## src/rtl/scs_check_if.sv

```systemverilog
// Bus bundle between the checksum checker and its RAM/controller environment.
// master = the checker side, slave = the environment that owns the RAM and start request.
interface scs_check_if #(
    parameter int RAM_WIDTH     = 8,
    parameter int RAM_ADDR_BITS = 11
);
    logic                     mem_ready;
    logic [RAM_ADDR_BITS-1:0] address;
    logic [RAM_WIDTH-1:0]     mem_output;
    logic [15:0]              payload_len;
    logic                     work_complete;
    logic                     check_ok;
    logic                     check_fail;
    logic                     len_error;
    logic [15:0]              computed_scs;
    logic [15:0]              received_scs;

    modport master (
        input  mem_ready, mem_output, payload_len,
        output address, work_complete, check_ok, check_fail, len_error,
               computed_scs, received_scs
    );

    modport slave (
        output mem_ready, mem_output, payload_len,
        input  address, work_complete, check_ok, check_fail, len_error,
               computed_scs, received_scs
    );
endinterface

```

## src/rtl/scs_check.sv

```systemverilog
// Receive-side checksum verifier: reads L payload bytes plus the trailing
// {hi, lo} shifted checksum from RAM and reports match, mismatch or length error.
module scs_check #(
    parameter int RAM_WIDTH     = 8,
    parameter int RAM_ADDR_BITS = 11
) (
    input  logic        clock,
    input  logic        reset,
    scs_check_if.master bus
);

    typedef enum logic [1:0] {
        ST_IDLE   = 2'd0,
        ST_WAIT   = 2'd1,
        ST_SAMPLE = 2'd2,
        ST_DONE   = 2'd3
    } state_e;

    // Largest L that still leaves room for the two checksum bytes.
    localparam logic [16:0] LEN_MAX = 17'((32'd1 << RAM_ADDR_BITS) - 32'd2);

    state_e                   state_q;
    logic [RAM_ADDR_BITS-1:0] address_q;
    logic [15:0]              acc_q;
    logic [RAM_WIDTH-1:0]     hi_q;
    logic                     len_err_path_q;
    logic                     work_complete_q;
    logic                     check_ok_q;
    logic                     check_fail_q;
    logic                     len_error_q;
    logic [15:0]              computed_scs_q;
    logic [15:0]              received_scs_q;

    logic [RAM_WIDTH-1:0]     rd_byte_s;
    logic [15:0]              addr_ext_s;
    logic [15:0]              shifted_s;
    logic [15:0]              sum_d;
    logic [15:0]              received_d;
    logic                     len_bad_s;

    // Datapath: weighted byte, running sum, assembled received checksum, length limit.
    always_comb begin
        rd_byte_s  = bus.mem_output;
        addr_ext_s = 16'(address_q);
        shifted_s  = 16'(rd_byte_s) << address_q[1:0];
        sum_d      = acc_q + shifted_s;
        received_d = {hi_q, rd_byte_s};
        len_bad_s  = ({1'b0, bus.payload_len} > LEN_MAX);
    end

    // Control FSM with registered outputs; work_complete defaults low so it is a single-cycle pulse.
    always_ff @(posedge clock) begin
        if (reset) begin
            state_q         <= ST_IDLE;
            address_q       <= {RAM_ADDR_BITS{1'b0}};
            acc_q           <= 16'd0;
            hi_q            <= {RAM_WIDTH{1'b0}};
            len_err_path_q  <= 1'b0;
            work_complete_q <= 1'b0;
            check_ok_q      <= 1'b0;
            check_fail_q    <= 1'b0;
            len_error_q     <= 1'b0;
            computed_scs_q  <= 16'd0;
            received_scs_q  <= 16'd0;
        end else begin
            work_complete_q <= 1'b0;
            case (state_q)
                ST_IDLE: begin
                    address_q <= {RAM_ADDR_BITS{1'b0}};
                    acc_q     <= 16'd0;
                    if (bus.mem_ready) begin
                        check_ok_q     <= 1'b0;
                        check_fail_q   <= 1'b0;
                        len_error_q    <= 1'b0;
                        computed_scs_q <= 16'd0;
                        received_scs_q <= 16'd0;
                        len_err_path_q <= len_bad_s;
                        state_q        <= len_bad_s ? ST_DONE : ST_WAIT;
                    end
                end
                ST_WAIT: begin
                    state_q <= ST_SAMPLE;
                end
                ST_SAMPLE: begin
                    if (addr_ext_s < bus.payload_len) begin
                        acc_q     <= sum_d;
                        address_q <= address_q + RAM_ADDR_BITS'(1);
                        state_q   <= ST_WAIT;
                    end else if (addr_ext_s == bus.payload_len) begin
                        hi_q      <= rd_byte_s;
                        address_q <= address_q + RAM_ADDR_BITS'(1);
                        state_q   <= ST_WAIT;
                    end else begin
                        // Address L+1: low byte is on the bus; finalise the result.
                        computed_scs_q  <= acc_q;
                        received_scs_q  <= received_d;
                        check_ok_q      <= (acc_q == received_d);
                        check_fail_q    <= (acc_q != received_d);
                        work_complete_q <= 1'b1;
                        state_q         <= ST_DONE;
                    end
                end
                ST_DONE: begin
                    if (len_err_path_q) begin
                        work_complete_q <= 1'b1;
                        len_error_q     <= 1'b1;
                        check_fail_q    <= 1'b1;
                        check_ok_q      <= 1'b0;
                        computed_scs_q  <= 16'd0;
                        received_scs_q  <= 16'd0;
                    end
                    address_q <= {RAM_ADDR_BITS{1'b0}};
                    state_q   <= ST_IDLE;
                end
                default: begin
                    state_q   <= ST_IDLE;
                    address_q <= {RAM_ADDR_BITS{1'b0}};
                end
            endcase
        end
    end

    assign bus.address       = address_q;
    assign bus.work_complete = work_complete_q;
    assign bus.check_ok      = check_ok_q;
    assign bus.check_fail    = check_fail_q;
    assign bus.len_error     = len_error_q;
    assign bus.computed_scs  = computed_scs_q;
    assign bus.received_scs  = received_scs_q;

endmodule

```

## src/flat_wrapper.sv

```systemverilog
// flat-port wrapper written by rule: the top's interface ports become plain ports
module scs_check_flat 
#(
    parameter int RAM_WIDTH     = 8,
    parameter int RAM_ADDR_BITS = 11
)
  (clock, reset, bus_mem_ready, bus_mem_output, bus_payload_len, bus_address, bus_work_complete, bus_check_ok, bus_check_fail, bus_len_error, bus_computed_scs, bus_received_scs);
  scs_check_if #(.RAM_WIDTH(RAM_WIDTH), .RAM_ADDR_BITS(RAM_ADDR_BITS)) bus_i ();
  input  logic clock;
  input  logic reset;
  input wire logic [$bits(bus_i.mem_ready)-1:0] bus_mem_ready;
  input wire logic [$bits(bus_i.mem_output)-1:0] bus_mem_output;
  input wire logic [$bits(bus_i.payload_len)-1:0] bus_payload_len;
  output wire logic [$bits(bus_i.address)-1:0] bus_address;
  output wire logic [$bits(bus_i.work_complete)-1:0] bus_work_complete;
  output wire logic [$bits(bus_i.check_ok)-1:0] bus_check_ok;
  output wire logic [$bits(bus_i.check_fail)-1:0] bus_check_fail;
  output wire logic [$bits(bus_i.len_error)-1:0] bus_len_error;
  output wire logic [$bits(bus_i.computed_scs)-1:0] bus_computed_scs;
  output wire logic [$bits(bus_i.received_scs)-1:0] bus_received_scs;
  assign bus_i.mem_ready = bus_mem_ready;
  assign bus_i.mem_output = bus_mem_output;
  assign bus_i.payload_len = bus_payload_len;
  assign bus_address = bus_i.address;
  assign bus_work_complete = bus_i.work_complete;
  assign bus_check_ok = bus_i.check_ok;
  assign bus_check_fail = bus_i.check_fail;
  assign bus_len_error = bus_i.len_error;
  assign bus_computed_scs = bus_i.computed_scs;
  assign bus_received_scs = bus_i.received_scs;
  scs_check #(.RAM_WIDTH(RAM_WIDTH), .RAM_ADDR_BITS(RAM_ADDR_BITS)) u_core (.clock(clock), .reset(reset), .bus(bus_i));
endmodule
```

## config.mk

```make
export PLATFORM = sky130hd
export DESIGN_NAME = scs_check_flat
export DESIGN_NICKNAME = d
export VERILOG_FILES = /design/src/rtl/scs_check_if.sv /design/src/rtl/scs_check.sv /design/src/flat_wrapper.sv
export SDC_FILE = /design/constraint.sdc
export NUM_CORES = 1
export LEC_CHECK = 0
export CAP_MARGIN = 20
export CORE_UTILIZATION = 54
export CTS_CLUSTER_DIAMETER = 40
export DETAILED_ROUTE_END_ITERATION = 12
export HOLD_SLACK_MARGIN = 0.03
export PLACE_DENSITY_LB_ADDON = 0.05
export SYNTH_ARGS = -nofsm -noshare
export SYNTH_HDL_FRONTEND = slang
export SYNTH_SLANG_ARGS = --single-unit
export TNS_END_PERCENT = 10
```

## constraint.sdc

```tcl
create_clock -name clock -period 3.9 [get_ports clock]
set_input_delay 0.78 -clock clock [delete_from_list [all_inputs] [get_ports clock]]
set_output_delay 0.78 -clock clock [all_outputs]
set_load 0.05 [all_outputs]
```

==> flow_metrics.env, run 1 <==
export IMPL_status="finished clean"
export IMPL_cap_violations=0
export IMPL_clkSinkCount=74
export IMPL_ys_types=77
export IMPL_cellPowerDensity_nw_per_um2=515
export IMPL_hold_violations=0
export IMPL_ys_seq_area_share_pct=31.8
export IMPL_drtIter0Drc=218
export IMPL_fillerInstances=706
export IMPL_htree_levels=3
export IMPL_cp_max_fo=7
export IMPL_die_w_um=94.9
export IMPL_port_buffers=73
export IMPL_regToRegSetupSlack_ns=0.84
export IMPL_worst_setup_path_type="input port to flop"
export IMPL_num_vias=4192
export IMPL_min_period_ns=3.40
export IMPL_cp_required_ns=4.15
export IMPL_crit_start="bus_mem_output[3]"
export IMPL_die_y_um=94.9
export IMPL_core_area_um2=8300
export IMPL_yosys_most_used_dff="dfxtp_1"
export IMPL_clk_path_buf_depth=2
export IMPL_finalCritPeriodShare_pct=87.1
export IMPL_grt_pass1_vias=3924
export IMPL_antenna_found_initial=0
export IMPL_gp_congestion=0.879
export IMPL_grt_ovfl_total=0
export IMPL_antennaDiodeCount=0
export IMPL_hp_class="flop to flop"
export IMPL_most_common_layout_cells="dfxtp_1 (74), clkdlybuf4s50_1 (72), a21oi_1 (43)"
export IMPL_rsz0062_at_grt="false"
export IMPL_start_util_pct=56.1
export IMPL_syn_num_nets=584
export IMPL_cts_buffers=9
export IMPL_power_leakage_nw=2.22
export IMPL_crit_path_start_kind="input port"
export IMPL_io_pins=74
export IMPL_via_per_inst=5.94
export IMPL_wl_per_cell_um=16.9
export IMPL_ys_warn_count=0
export IMPL_whs_ns=0.474
export IMPL_synthesis_area_um2=4660
export IMPL_firstDrtPassIters=5
export IMPL_grt_usage_pct=28.3
export IMPL_die_area_um2=9000
export IMPL_dp_final_hpwl_um=8740
export IMPL_yosys_area_top_type="dfxtp_1"
export IMPL_fmax_ghz=0.294
export IMPL_regToRegStartpoint="u_core.bus.address[0]$_SDFFE_PP0P_"
export IMPL_insertion_delay_ns=0.36
export IMPL_final_setup_viol_count=0
export IMPL_slew_headroom_pct=38.9
export IMPL_crit_end="u_core.acc_q[14]$_SDFFE_PP0P_"
export IMPL_tightest_slew_ns=0.917
export IMPL_cts_tree="yes"
export IMPL_final_setup_tns_ns=0
export IMPL_timing_rr_end="u_core.acc_q[14]$_SDFFE_PP0P_"
export IMPL_routed_wl_um=11900
export IMPL_slew_viol_final=0
export IMPL_drive_above_1_share_pct=17.5
export IMPL_root_buffer="clkbuf_8"
export IMPL_yosys_top_cells_area="dfxtp_1 (32%), ha_1 (7.5%), a21oi_1 (4.6%)"
export IMPL_cts_resized_gates=0
export IMPL_drc=0
export IMPL_layout_nets=652
export IMPL_cts_setup_buffers=0
export IMPL_postSynthAreaPerCell_um2=8.82
export IMPL_cts_hold_buf=0
export IMPL_final_antenna_net_count=0
export IMPL_finClkSkew_ns=0.0190
export IMPL_final_common_cell="dfxtp_1"
export IMPL_grt_max_degree=79
export IMPL_synthArstFlopShare_pct=0
export IMPL_irDropWorstVdd_v=0.000328
export IMPL_syn_inst=528
export IMPL_synth_edf_count=0
export IMPL_critical_path_endpoint_type="flop"
export IMPL_r2r_cells=8
export IMPL_syn2layout_area_growth_pct=21.1
export IMPL_worstPathArrival_ns=3.64
export IMPL_grt_pass1_wl_um=19400
export IMPL_synth_seq_cells=74
export IMPL_synth_top_cell_area_share_pct=31.8
export IMPL_core_rowCount=33
export IMPL_clkSlewWorstSetupHoldPaths_ns=0.08
-- critical path, stage by stage --
cell,delay (ns)
clkdlybuf4s50_1,0.56
mux4_2,0.51
ha_1,0.30
a21o_1,0.19
a2111oi_0,0.38
a21oi_1,0.17
a211o_1,0.31
nand3_1,0.11
mux2_1,0.32
-- synthesized netlist by cell type (2+ instances only) --
| master | count |
|---|---|
| mux2_2 | 4 |
| buf_2 | 6 |
| xor2_1 | 17 |
| nor2b_1 | 7 |
| a21oi_1 | 43 |
| nor3_1 | 7 |
| nand2_2 | 22 |
| nand2_1 | 35 |
| ha_1 | 28 |
| nor4_1 | 5 |
| nand3b_1 | 9 |
| o21ai_0 | 41 |
| or3_1 | 4 |
| mux4_2 | 2 |
| or4_1 | 2 |
| nand4_2 | 2 |
| xnor2_1 | 6 |
| o41ai_4 | 2 |
| nand3_2 | 2 |
| o32ai_1 | 6 |
| a31oi_1 | 2 |
| a31o_2 | 2 |
| dfxtp_1 | 74 |
| a21o_1 | 5 |
| buf_6 | 6 |
| nand2b_1 | 3 |
| nand3_1 | 10 |
| clkbuf_1 | 13 |
| nor2_1 | 24 |
| inv_1 | 27 |
| a211o_1 | 2 |
| nand4_1 | 7 |
| and3_1 | 8 |
| a211oi_1 | 10 |
| o21ai_1 | 6 |
| and2_1 | 2 |
| o311ai_1 | 2 |
| mux2i_1 | 14 |
| clkbuf_2 | 2 |
| a21oi_2 | 22 |
-- final cells by class --
cell class                 instances  area (um^2)  share of cell area (%)
multi-input combinational        396         2890                    51.1
sequential                        74         1480                    26.2
timing repair buffer              88          851                    15.1
tap                              105          131                    2.33
clock buffer                      10          128                    2.26
inverter                          27          101                    1.80
clock inverter                     6         65.1                    1.15
-- sequential cells by signal, summed over array words and instances, names as in the netlist --
| name | flops |
|---|---|
| u_core.bus.len_error | 1 |
| u_core.bus.address | 11 |
| u_core.hi_q | 8 |
| u_core.state_q | 2 |
| u_core.bus.received_scs | 16 |
| u_core.acc_q | 16 |
| u_core.bus.computed_scs | 16 |
| u_core.bus.work_complete | 1 |
| u_core.bus.check_ok | 1 |
| u_core.len_err_path_q | 1 |
| u_core.bus.check_fail | 1 |
-- through the flow --
step | std cells | cell area (um^2) | setup slack [ns] | util (%) | total power [mW]
floorplan | 528 | 4660 | 0.485 | - | 1.97
global placement | 690 | 5450 | 0.182 | 65.7 | 2.27
detailed placement | 690 | 5450 | 0.139 | 65.7 | 2.30
finish | 706 | 5640 | 0.502 | 68.0 | 2.91
global route | 706 | 5640 | 0.294 | 68.0 | 3.11
CTS | 706 | 5640 | 0.520 | 68.0 | 2.91
-- cells by family (layout without fill, tap and decap cells) --
| logic type | Yosys count | in the layout | share of synthesized area (%) |
|---|---|---|---|
| xor gates and xnor gates | 23 | 23 | 4.32 |
| buffers and inverters | 58 | 131 | 6.26 |
| and+or+nand+nor | 158 | 158 | 19.1 |
| muxes | 22 | 22 | 5.50 |
| DFF | 74 | 74 | 31.8 |
| adders and majority gates | 29 | 29 | 7.95 |
| AOI/OAI and AO/OA | 164 | 164 | 25.1 |
-- report_power, final --
part           switching [mW]  internal (mW)  leakage, nW  total, mW
sequential              0.118          0.818        0.598      0.936
combinational           0.813          0.559         1.53       1.37
clock                   0.304          0.297       0.0966      0.601
total                    1.24           1.67         2.22       2.91
-- routing by layer --
layer | part of all wire, % | GRT usage, % | up-vias
met2 | 45 | 43.5 | 124
li1 | - | - | 2040
met1 | 48 | 40.0 | 2011
met5 | 0 | 0 | -
met3 | 4.7 | 4.11 | 17
met4 | 1.6 | 10.1 | 0
-- worst min path at each step --
stage	endpoint	slack [ns]	start	cells past startpoint
finish	u_core.bus.received_scs[10]$_SDFFE_PP0P_	0.47	u_core.bus.received_scs[10]$_SDFFE_PP0P_	2
global route	u_core.bus.received_scs[7]$_SDFFE_PP0P_	0.49	u_core.bus.received_scs[7]$_SDFFE_PP0P_	2
CTS	u_core.bus.received_scs[10]$_SDFFE_PP0P_	0.48	u_core.bus.received_scs[10]$_SDFFE_PP0P_	2
detailed placement	u_core.bus.received_scs[10]$_SDFFE_PP0P_	0.47	u_core.bus.received_scs[10]$_SDFFE_PP0P_	2
global placement	u_core.bus.check_fail$_SDFFE_PP0P_	0.46	u_core.bus.check_fail$_SDFFE_PP0P_	2
floorplan	u_core.bus.received_scs[10]$_SDFFE_PP0P_	0.46	u_core.hi_q[2]$_SDFFE_PP0P_	2
Note: power is estimated with default switching activity, not from simulation.
==> run 2: changes to the inputs <==
Settings changed: CORE_UTILIZATION 54 to 64, DONT_BUFFER_PORTS from default to 1.
==> flow_metrics.env, run 2 (synthesized netlist as in run 1, its figures left out) <==
export IMPL_status="finished clean"
export IMPL_r2r_cells=8
export IMPL_p_clk_share_pct=22.6
export IMPL_final_common_cell="dfxtp_1"
export IMPL_final_setup_viol_count=0
export IMPL_p_int_mw=1.61
export IMPL_grt_usage_pct=31.2
export IMPL_firstDrtPassIters=5
export IMPL_die_y_um=87.3
export IMPL_die_w_um=87.3
export IMPL_timing_rr_end="u_core.acc_q[14]$_SDFFE_PP0P_"
export IMPL_num_vias=3871
export IMPL_rsz0062_at_grt="false"
export IMPL_final_antenna_net_count=0
export IMPL_min_period_ns=3.15
export IMPL_cp_slowest_cell="dfxtp_1"
export IMPL_cts_buffers=9
export IMPL_slew_viol_final=0
export IMPL_cp_cell_sequence="mux4_2 -> ha_1 -> a21o_1 -> a2111oi_0 -> a21oi_1 -> a211o_1 -> nand3_1 -> mux2_1"
export IMPL_layout_nets=576
export IMPL_via_per_inst=6.23
export IMPL_tightest_slew_ns=0.912
export IMPL_antenna_found_initial=0
export IMPL_clkSinkCount=74
export IMPL_drive_above_1_share_pct=19.4
export IMPL_start_util_pct=67.5
export IMPL_max_stage_delay_ns=0.74
export IMPL_htree_levels=3
export IMPL_cp_required_ns=4.15
export IMPL_most_common_layout_cells="dfxtp_1 (74), a21oi_1 (43), o21ai_0 (41)"
export IMPL_cap_violations=0
export IMPL_drtIter0Drc=270
export IMPL_dp_final_hpwl_um=8140
export IMPL_crit_start="u_core.bus.address[1]$_SDFFE_PP0P_"
export IMPL_power_leakage_nw=1.95
export IMPL_fillerInstances=591
export IMPL_root_buffer="clkbuf_8"
export IMPL_grt_ovfl_total=0
export IMPL_cellPowerDensity_nw_per_um2=581
export IMPL_insertion_delay_ns=0.37
export IMPL_hp_class="input port to flop"
export IMPL_cts_hold_buf=0
export IMPL_critical_path_endpoint_type="flop"
export IMPL_routed_wl_um=11300
export IMPL_drc=0
export IMPL_final_setup_tns_ns=0
export IMPL_worstPathArrival_ns=3.40
export IMPL_cp_max_fo=14
export IMPL_irDropWorstVdd_v=0.000377
export IMPL_cts_resized_gates=0
export IMPL_critical_path_top_delay_family="compound AO/OA/AOI/OAI gates"
export IMPL_fmax_ghz=0.317
export IMPL_whs_ns=0.465
export IMPL_port_buffers=0
export IMPL_hold_violations=0
export IMPL_p_comb_share_pct=44.2
export IMPL_slew_headroom_pct=39.1
export IMPL_dp_slack_ns=0.649
export IMPL_regToRegStartpoint="u_core.bus.address[1]$_SDFFE_PP0P_"
export IMPL_antennaDiodeCount=0
export IMPL_finalCritPeriodShare_pct=80.8
export IMPL_cts_tree="yes"
export IMPL_syn2layout_area_growth_pct=4.83
export IMPL_clk_path_buf_depth=2
export IMPL_cts_setup_buffers=0
export IMPL_worst_setup_path_type="flop to flop"
export IMPL_finClkSkew_ns=0.0204
export IMPL_die_area_um2=7630
export IMPL_grt_pass1_wl_um=18200
export IMPL_grt_max_degree=80
export IMPL_path_buf_inv=0
export IMPL_seqPwrFrac_pct=33.2
export IMPL_crit_end="u_core.acc_q[14]$_SDFFE_PP0P_"
export IMPL_core_area_um2=6910
export IMPL_regToRegSetupSlack_ns=0.75
export IMPL_wl_per_cell_um=18.2
export IMPL_p_sw_mw=1.23
export IMPL_clkSlewWorstSetupHoldPaths_ns=0.10
export IMPL_grt_pass1_vias=3546
export IMPL_switching_share_pct=43.4
export IMPL_setup_slack_ns=0.749
export IMPL_io_pins=74
export IMPL_path_depth=8
export IMPL_gp_congestion=0.941
export IMPL_core_rowCount=30
export IMPL_crit_path_start_kind="flop"
[run 2: cell types whose count changed in the layout (fill, tap and decap cells not counted), moves of 2 or more]
cell	change
clkinv_2	-2
clkdlybuf4s50_1	-72
buf_4	-2
inv_6	+3
[run 2: per-layer routing]
metal	GRT usage, %	vias to the layer above	part of all wire [%]
met2	45.0	148	44
met1	45.8	1820	48
met4	10.4	0	1.6
met3	6.54	17	6.6
met5	0	-	0
li1	-	1886	-
[run 2: worst reg2reg max path: stages (launching register included)]
cell and delay [ns]:
dfxtp_1 0.74, mux4_2 0.41, ha_1 0.36, a21o_1 0.21
a2111oi_0 0.37, a21oi_1 0.20, a211o_1 0.32, nand3_1 0.10
mux2_1 0.32
[run 2: final cells by class]
class / instances / area [um^2] / share of cell area (%)
Clock buffer: 9 / 124 / 2.54
Tap cell: 96 / 120 / 2.46
Sequential cell: 74 / 1480 / 30.3
Inverter: 27 / 101 / 2.07
Timing Repair Buffer: 12 / 90.1 / 1.84
Multi-Input combinational cell: 396 / 2890 / 59.1
Clock inverter: 7 / 81.3 / 1.66
[run 2: metrics by stage]
| step | total power, mW | cell area [um^2] | util, % | std cells |
|---|---|---|---|---|
| 4_1_cts | 2.84 | 4880 | 70.7 | 621 |
| 6_report | 2.84 | 4880 | 70.7 | 621 |
| 2_1_floorplan | 1.97 | 4660 | - | 528 |
| 3_5_place_dp | 2.19 | 4680 | 67.8 | 605 |
| 3_3_place_gp | 2.17 | 4680 | 67.8 | 605 |
| 5_1_grt | 3.02 | 4880 | 70.7 | 621 |
[run 2: worst min-delay path by stage]
stage                                     start                                  endpoint  slack [ns]  depth (start not counted)
detailed placement  u_core.hi_q[0]$_SDFFE_PP0P_   u_core.bus.received_scs[8]$_SDFFE_PP0P_        0.48                          2
global placement    u_core.hi_q[6]$_SDFFE_PP0P_  u_core.bus.received_scs[14]$_SDFFE_PP0P_        0.48                          2
finish                                    reset             u_core.acc_q[10]$_SDFFE_PP0P_        0.46                          1
CTS                                       reset             u_core.acc_q[10]$_SDFFE_PP0P_        0.46                          1
floorplan           u_core.hi_q[2]$_SDFFE_PP0P_  u_core.bus.received_scs[10]$_SDFFE_PP0P_        0.46                          2
global route                              reset   u_core.bus.computed_scs[7]$_SDFFE_PP0P_        0.44                          1
[run 2: power groups by stage]
stage	clock network, mW	registers (mW)	logic, mW
finish	0.643	0.942	1.26
global placement	0	0.955	1.22
global route	0.680	0.949	1.39
detailed placement	0	0.956	1.24
floorplan	0	0.933	1.03
CTS	0.649	0.938	1.25
